--- src/rtl/serial_pkg.sv ---
// rtl/serial_pkg.sv - shared states, line levels and parity helper for the serial frame receiver
package serial_pkg;

    typedef enum logic [1:0] {
        IDLE,
        DATA,
        PARITY,
        STOP
    } state_t;

    localparam logic IDLE_LEVEL  = 1'b0;
    localparam logic START_LEVEL = 1'b1;

    // Widest frame the receiver supports; the parity helper works on this width.
    localparam int MAX_WIDTH = 16;

    // XOR of all bits; narrower words are zero-extended, which leaves parity unchanged.
    function automatic logic even_parity(input logic [MAX_WIDTH-1:0] vec);
        return ^vec;
    endfunction

endpackage

--- src/rtl/serial_frame_receiver_if.sv ---
// rtl/serial_frame_receiver_if.sv - serial line in, parallel word and status out
//
// Signals:
//   ip         serial line (idle 0)
//   data       last received word, bit 0 received first
//   valid      one-cycle strobe on frame completion
//   parity_err parity mismatch on the last frame
//   frame_err  stop bit of the last frame was 1
//   busy       receiver is inside a frame
// Modports: master drives the line and observes results; slave is the receiver.
interface serial_frame_receiver_if #(
    parameter int WIDTH = 8
);
    logic             ip;
    logic [WIDTH-1:0] data;
    logic             valid;
    logic             parity_err;
    logic             frame_err;
    logic             busy;

    modport master (
        output ip,
        input  data, valid, parity_err, frame_err, busy
    );

    modport slave (
        input  ip,
        output data, valid, parity_err, frame_err, busy
    );
endinterface

--- src/rtl/serial_frame_receiver_sipo_shift_reg.sv ---
// rtl/serial_frame_receiver_sipo_shift_reg.sv - serial-in/parallel-out register, LSB-first assembly
//
// Ports:
//   clk, reset  clock and asynchronous active-high reset
//   clear       synchronous clear (wins over shift_en)
//   shift_en    shift din in at the MSB end, moving existing bits toward bit 0
//   din         serial input bit
//   q           parallel contents
module sipo_shift_reg #(
    parameter int WIDTH = 8
) (
    input  logic             clk,
    input  logic             reset,
    input  logic             clear,
    input  logic             shift_en,
    input  logic             din,
    output logic [WIDTH-1:0] q
);

    always_ff @(posedge clk or posedge reset) begin
        if (reset) begin
            q <= '0;
        end else if (clear) begin
            q <= '0;
        end else if (shift_en) begin
            q <= {din, q[WIDTH-1:1]};
        end
    end

endmodule

--- src/rtl/serial_frame_receiver.sv ---
// rtl/serial_frame_receiver.sv - start-bit framed serial receiver with even parity and stop check
//
// Ports:
//   clk    system clock, line sampled on rising edge
//   reset  asynchronous active-high reset
//   bus    slave side of serial_frame_receiver_if (ip in; data/valid/flags/busy out)
// Parameters:
//   WIDTH      data bits per frame (2..16)
//   PARITY_EN  1 = an even-parity bit follows the data bits
module serial_frame_receiver
    import serial_pkg::*;
#(
    parameter int WIDTH     = 8,
    parameter int PARITY_EN = 1
) (
    input  logic                    clk,
    input  logic                    reset,
    serial_frame_receiver_if.slave  bus
);

    localparam int             CW       = $clog2(WIDTH + 1);
    localparam logic [CW-1:0]  LAST_BIT = CW'(WIDTH - 1);

    state_t           state;
    state_t           next_state;
    logic [CW-1:0]    bit_cnt;
    logic             par_bit;
    logic [WIDTH-1:0] shreg;
    logic             start;
    logic             shift_en;

    sipo_shift_reg #(
        .WIDTH (WIDTH)
    ) u_sipo (
        .clk      (clk),
        .reset    (reset),
        .clear    (start),
        .shift_en (shift_en),
        .din      (bus.ip),
        .q        (shreg)
    );

    always_ff @(posedge clk or posedge reset) begin
        if (reset) begin
            state <= IDLE;
        end else begin
            state <= next_state;
        end
    end

    always_comb begin
        next_state = state;
        start      = 1'b0;
        shift_en   = 1'b0;
        case (state)
            IDLE: begin
                if (bus.ip == START_LEVEL) begin
                    next_state = DATA;
                    start      = 1'b1;
                end
            end
            DATA: begin
                shift_en = 1'b1;
                if (bit_cnt == LAST_BIT) begin
                    next_state = (PARITY_EN != 0) ? PARITY : STOP;
                end
            end
            PARITY: next_state = STOP;
            // The stop bit is always consumed here, so a 1 can never double as a start.
            STOP:   next_state = IDLE;
            default: next_state = IDLE;
        endcase
    end

    always_ff @(posedge clk or posedge reset) begin
        if (reset) begin
            bit_cnt <= '0;
        end else if (start) begin
            bit_cnt <= '0;
        end else if (shift_en) begin
            bit_cnt <= bit_cnt + 1'b1;
        end
    end

    always_ff @(posedge clk or posedge reset) begin
        if (reset) begin
            par_bit <= 1'b0;
        end else if (state == PARITY) begin
            par_bit <= bus.ip;
        end
    end

    // Results are captured on the stop-bit edge; by then the last data bit is already in shreg.
    always_ff @(posedge clk or posedge reset) begin
        if (reset) begin
            bus.data       <= '0;
            bus.valid      <= 1'b0;
            bus.parity_err <= 1'b0;
            bus.frame_err  <= 1'b0;
            bus.busy       <= 1'b0;
        end else begin
            bus.valid <= (state == STOP);
            bus.busy  <= (next_state != IDLE);
            if (state == STOP) begin
                bus.data       <= shreg;
                bus.frame_err  <= bus.ip;
                bus.parity_err <= (PARITY_EN != 0)
                                  ? (even_parity(MAX_WIDTH'(shreg)) ^ par_bit)
                                  : 1'b0;
            end
        end
    end

endmodule

--- src/flat_wrapper.sv ---
// flat-port wrapper written by rule: the top's interface ports become plain ports
module serial_frame_receiver_flat import serial_pkg::*;
#(
    parameter int WIDTH     = 8,
    parameter int PARITY_EN = 1
)
  (clk, reset, bus_ip, bus_data, bus_valid, bus_parity_err, bus_frame_err, bus_busy);
  serial_frame_receiver_if #(.WIDTH(WIDTH)) bus_i ();
  input  logic clk;
  input  logic reset;
  input wire logic [$bits(bus_i.ip)-1:0] bus_ip;
  output wire logic [$bits(bus_i.data)-1:0] bus_data;
  output wire logic [$bits(bus_i.valid)-1:0] bus_valid;
  output wire logic [$bits(bus_i.parity_err)-1:0] bus_parity_err;
  output wire logic [$bits(bus_i.frame_err)-1:0] bus_frame_err;
  output wire logic [$bits(bus_i.busy)-1:0] bus_busy;
  assign bus_i.ip = bus_ip;
  assign bus_data = bus_i.data;
  assign bus_valid = bus_i.valid;
  assign bus_parity_err = bus_i.parity_err;
  assign bus_frame_err = bus_i.frame_err;
  assign bus_busy = bus_i.busy;
  serial_frame_receiver #(.WIDTH(WIDTH), .PARITY_EN(PARITY_EN)) u_core (.clk(clk), .reset(reset), .bus(bus_i));
endmodule
--- config.mk ---
export PLATFORM = sky130hd
export DESIGN_NAME = serial_frame_receiver_flat
export DESIGN_NICKNAME = d
export VERILOG_FILES = /design/src/rtl/serial_pkg.sv /design/src/rtl/serial_frame_receiver_if.sv /design/src/rtl/serial_frame_receiver_sipo_shift_reg.sv /design/src/rtl/serial_frame_receiver.sv /design/src/flat_wrapper.sv
export SDC_FILE = /design/constraint.sdc
export NUM_CORES = 1
export LEC_CHECK = 0
export CAP_MARGIN = 40
export CORE_MARGIN = 4
export CORE_UTILIZATION = 50
export CTS_CLUSTER_SIZE = 40
export DETAILED_ROUTE_END_ITERATION = 7
export PLACE_DENSITY_LB_ADDON = 0.05
export RECOVER_POWER = 100
export SLEW_MARGIN = 25
export SYNTH_ARGS = -nofsm -noshare
export SYNTH_HDL_FRONTEND = slang
export SYNTH_SLANG_ARGS = --single-unit
--- constraint.sdc ---
create_clock -name clk -period 3.25 [get_ports clk]
set_input_delay 0.975 -clock clk [delete_from_list [all_inputs] [get_ports clk]]
set_output_delay 0.975 -clock clk [all_outputs]
set_load 0.005 [all_outputs]
==> impl_metrics.tcl, run 1 <==
set metrics [dict create \
    max_freq_ghz 0.430 \
    hold_viol_final 0 \
    drc_errors 0 \
    tightestPinTransition_ns 1.37 \
    dr_wl_met3_um 60 \
    p_total_mw 1.29 \
    cpLargestDelayFamily "buffers and inverters" \
    slew_headroom 0.0888 \
    fin_nets 104 \
    dr.pass1.iters 2 \
    power_density_nw_per_um2 992 \
    yosysSeqAreaShare 0.605 \
    synth_cells 84 \
    syn_nets 88 \
    grt_pass1_wl_um 3110 \
    grt_pass1_vias 698 \
    drv_slew 0 \
    crit_buf_inv 3 \
    grt_usage 0.128 \
    timing.hold.ws_ns 0.496 \
    area_delta_synth_final_pct 16.6 \
    finClkSkew_ns 0.00911 \
    routed_wl_um 1720 \
    cts_hold_buf 0 \
    setup_tns_ns 0 \
    via_per_inst 5.39 \
    cp_cell_sequence "dlygate4sd3_1 > inv_1 > clkbuf_1" \
    clkTransAtPathRegs_ns 0.14 \
    dr.max_layer_used "met4" \
    clockBufferDepth 2 \
    crit_fanout 27 \
    pin_count 15 \
    start_util 0.547 \
    min_path_type "reg -> reg" \
    cp.required_ns 3.48 \
    place_congestion 0.753 \
    ir_drop_uv 548 \
    crit_path_start_kind "primary input" \
    drv_cap 0 \
    worstSetupEndpointType "asynchronous set/reset pin" \
    status "finished, final reports clean" \
    vias 679 \
    hpwl_um 1180 \
    ctsResizeCount 0 \
    tritoncts "yes" \
    ctsHtreeMaxLevel 1 \
    ant_nets 0 \
    antenna_found_initial 0 \
    drive_gt1_frac 0.152 \
    die_w_um 55.3 \
    power_leakage_nw 0.628 \
    gr-total-overflow 0 \
    fin_util 0.638 \
    ys_ff_latch 27 \
    postCtsSetupBuffers 0 \
    die_area_um2 3050 \
    setup_viol 0 \
    rsz0062_at_grt "no" \
    root_buffer "clkbuf_4" \
    netlist_area_um2 1120 \
    antenna_cells 0 \
    fp.dieH_um 55.3 \
    grt_max_degree 28 \
    syn_avg_cell_area_um2 13.3 \
    io_buffers 14 \
    yosysWarnings 0 \
    core-area_um2 2040 \
    wl_met2_um 786 \
    post-route-min-period_ns 2.32 \
    wire_per_inst_um 13.6 \
    wl_met1_um 826 \
    placementRows 16 \
    fin_crit_sh 0.715 \
    drt-initial-drc-count 13 \
    cpPeakStageDelay_ns 0.99 \
    synth_cell_types 21 \
    cts.sinks 27 \
    clk_latency_ns 0.33 \
    worst_path_max_delay_cell "clkbuf_1" \
    synth_enable_flop_cells 0 \
    cts_buffers 3 \
    synthArstFlopShare 1.00 \
    worstPathArrival_ns 2.55 \
    crit_type "in -> async" \
    ys.flop_type "dfrtp_1" \
]
-- path summary, 6_finish.rpt --
| path | endpoint | slack, ns | from | cells after the start |
|---|---|---|---|---|
| max | u_core.bus.frame_err | 0.93 | reset | 3 |
| min | u_core.bus.parity_err | 0.50 | u_core.bus.parity_err | 2 |
| max reg2reg | u_core.bit_cnt[1] | 1.79 | u_core.state[0] | 2 |
| min reg2reg | u_core.bus.parity_err | 0.50 | u_core.bus.parity_err | 2 |
| max in group clk | bus_data[5] | 0.97 | u_core.bus.data[5] | 1 |
| min in group asynchronous | u_core.u_sipo.q[6] | 1.52 | reset | 3 |
-- cell families (layout without fill, tap and decap cells) --
group	Yosys count	after routing	synth area share
compound gates	17	17	0.118
buf+inv	7	22	0.0280
xor+xnor	7	7	0.0672
flops	27	27	0.605
fa+ha+maj	1	1	0.0112
simple gates	14	14	0.0605
mux	11	11	0.111
-- sequential cells by signal, indices dropped and copies added (netlist names) --
| signal | count |
|---|---|
| u_core.par_bit | 1 |
| u_core.bus.frame_err | 1 |
| u_core.bus.data | 8 |
| u_core.u_sipo.q | 8 |
| u_core.state | 2 |
| u_core.bit_cnt | 4 |
| u_core.bus.parity_err | 1 |
| u_core.bus.valid | 1 |
| u_core.bus.busy | 1 |
-- metrics by stage --
stage               cells  area (um2)  setup slack, ns
finish                126        1300            0.925
global route          126        1300            0.595
CTS                   126        1310             1.04
detailed placement    122        1280             1.06
global placement      122        1280             1.09
floorplan              84        1120             1.68
-- power by group --
| part | switching, mW | internal, mW |
|---|---|---|
| Combinational | 0.201 | 0.347 |
| Clock | 0.0962 | 0.0462 |
| Sequential | 0.119 | 0.482 |
| Total | 0.417 | 0.875 |
-- worst min-delay path, stage by stage, from the launching register on --
cell	delay (ns)
dfrtp_1	0.36
nand2_1	0.04
o21ai_0	0.06
-- cell type report --
| cell class | instances | area, um2 |
|---|---|---|
| clock inverters | 1 | 5.00 |
| well taps | 27 | 33.8 |
| multi-input cells | 50 | 410 |
| flip-flops and latches | 27 | 676 |
| inverters | 2 | 7.51 |
| fillers | 174 | 739 |
| clock buffers | 3 | 22.5 |
| repair buffers | 16 | 148 |
-- placed cells by master, fill, tap and decap left out --
master,count
a21o_1,1
a22o_1,11
clkbuf_1,2
clkbuf_4,3
clkinv_2,1
dfrtp_1,27
dlygate4sd3_1,14
ha_1,1
inv_1,2
mux2_2,11
nand2_1,4
nand2b_1,2
nand3_1,1
nand3b_1,1
nor2_1,3
nor2b_1,1
nor3_1,2
o21ai_0,4
o21bai_1,1
xnor2_1,4
xnor3_1,1
xor2_1,2
-- synthesized netlist by cell type (2+ instances only) --
cell | n | area, um2
a22o_1 | 11 | 96.3
buf_2 | 4 | 20.0
dfrtp_1 | 27 | 676
inv_1 | 2 | 7.51
mux2_2 | 11 | 124
nand2_1 | 4 | 15.0
nand2b_1 | 2 | 12.5
nor2_1 | 3 | 11.3
nor3_1 | 2 | 10.0
o21ai_0 | 3 | 15.0
xnor2_1 | 4 | 35.0
xor2_1 | 2 | 17.5
-- layer usage --
layer / track usage / up-vias
met5: 0 / -
met4: 0.0729 / 0
met3: 0.0256 / 5
met2: 0.193 / 13
met1: 0.172 / 331
li1: - / 330
(Power assumes the default switching activity.)
==> run 2, diff against run 1 <==
--- a/config.mk
+++ b/config.mk
@@ -7,7 +7,7 @@
 export LEC_CHECK = 0
 export CAP_MARGIN = 40
 export CORE_MARGIN = 4
-export CORE_UTILIZATION = 50
+export CORE_UTILIZATION = 47
 export CTS_CLUSTER_SIZE = 40
 export DETAILED_ROUTE_END_ITERATION = 7
 export PLACE_DENSITY_LB_ADDON = 0.05
==> constraint.sdc (replaced) <==
create_clock -name clk -period 2.05 [get_ports clk]
set_input_delay 0.615 -clock clk [delete_from_list [all_inputs] [get_ports clk]]
set_output_delay 0.615 -clock clk [all_outputs]
set_load 0.005 [all_outputs]
==> impl_metrics.tcl, run 2 (same netlist as run 1, synthesis figures left out) <==
set metrics [dict create \
    status "finished, final reports clean" \
    worstReg2RegStart "u_core.state[0]" \
    ant_nets 0 \
    min_path_type "reg -> reg" \
    grt_pass1_wl_um 3220 \
    setup_tns_ns 0 \
    grt_pass1_vias 693 \
    placementRows 17 \
    crit_type "reg -> out" \
    fp.dieH_um 56.8 \
    post-route-min-period_ns 1.91 \
    tightestPinTransition_ns 0.757 \
    area_delta_synth_final_pct 17.0 \
    drv_cap 0 \
    via_per_inst 5.44 \
    drc_errors 0 \
    p_seq_frac 0.462 \
    worstPathArrival_ns 1.29 \
    power_switching_mw 0.675 \
    rsz0062_at_grt "no" \
    largestRegisters "u_core.bus.data (8), u_core.u_sipo.q (8), u_core.bit_cnt (4)" \
    gr-total-overflow 0 \
    fin_crit_sh 0.930 \
    hpwl_um 1270 \
    crit_fanout 2 \
    crit_start "u_core.bus.data[4]" \
    clockBufferDepth 2 \
    setup_viol 0 \
    holdCritStartpoint "u_core.bus.data[0]" \
    vias 696 \
    fin_ws_ns 0.143 \
    final_cell_area_um2 1310 \
    max_freq_ghz 0.524 \
    worstSetupEndpointType "output pin" \
    crit_path_start_kind "flop" \
    dr.pass1.iters 4 \
    place_congestion 0.762 \
    cp.required_ns 1.43 \
    ir_drop_uv 930 \
    cp_cell_sequence "dlygate4sd3_1" \
    core-area_um2 2230 \
    routed_wl_um 1880 \
    postCtsSetupBuffers 0 \
    fin_nets 105 \
    pin_count 15 \
    clkTransAtPathRegs_ns 0.14 \
    post_dp_cell_area_um2 1290 \
    finClkSkew_ns 0.0115 \
    cts_buffers 3 \
    drt-initial-drc-count 3 \
    drive_gt1_frac 0.150 \
    worst_path_max_delay_cell "dlygate4sd3_1" \
    fin_util 0.585 \
    crit_buf_inv 1 \
    antenna_cells 0 \
    wire_per_inst_um 14.7 \
    pwr-share-clk 0.108 \
    hold_viol_final 0 \
    grt_max_degree 28 \
    ctsResizeCount 0 \
    grt_usage 0.130 \
    cts_hold_buf 0 \
    start_util 0.500 \
    final_common_cell "dfrtp_1" \
    die_area_um2 3220 \
    ctsHtreeMaxLevel 1 \
    power_density_nw_per_um2 1580 \
    slew_headroom 0.494 \
    drv_slew 0 \
    cpLargestDelayFamily "buffers and inverters" \
    clk_latency_ns 0.32 \
    cts.sinks 27 \
    p_sw_frac 0.326 \
    root_buffer "clkbuf_4" \
    final_cell_mix "dfrtp_1, dlygate4sd3_1, mux2_2, a22o_1" \
    power_leakage_nw 0.629 \
    p_comb_frac 0.430 \
    die_w_um 56.8 \
    internal_power_mw 1.40 \
    post-place-ws_ns 0.204 \
    tritoncts "yes" \
    io_buffers 14 \
    cpPeakStageDelay_ns 0.57 \
    timing.hold.ws_ns 0.518 \
    antenna_found_initial 0 \
]
## run 2: stage by stage
step / cells / power [mW]
6_report: 128 / 2.07
5_1_grt: 128 / 2.23
4_1_cts: 128 / 2.16
3_5_place_dp: 124 / 1.93
3_3_place_gp: 123 / 1.88
2_1_floorplan: 84 / 1.57
## run 2: worst paths after layout
check / end / slack, ns / depth (start not counted)
worst min-delay path: u_core.bus.data[0] / 0.52 / 1
worst min register to register: u_core.bus.data[0] / 0.52 / 1
max in group asynchronous: u_core.bus.data[1] / 0.73 / 3
worst max-delay path: bus_data[4] / 0.14 / 1
min in group asynchronous: u_core.bus.data[7] / 0.89 / 3
worst max register to register: u_core.u_sipo.q[3] / 0.55 / 3
## run 2: area by class of cell
class,count,area (um2)
fill,197,926
multi-input combinational,50,410
tap,28,35.0
sequential,27,676
inverter,2,7.51
timing repair buffer,17,153
clock buffer,4,26.3
## run 2: routing by layer
metal | vias to the layer above | share of wire | global-route usage
met2 | 12 | 0.44 | 0.191
met4 | 0 | 0.025 | 0.0795
met3 | 4 | 0.037 | 0.0207
met5 | - | 0 | 0
li1 | 329 | - | -
met1 | 351 | 0.50 | 0.179
## run 2: power by group through the flow
stage	logic (mW)	registers (mW)	clock network, mW
6_report	0.891	0.957	0.223
5_1_grt	0.976	0.996	0.255
4_1_cts	0.955	0.964	0.237
3_5_place_dp	0.950	0.975	0
3_3_place_gp	0.910	0.965	0
2_1_floorplan	0.650	0.925	0
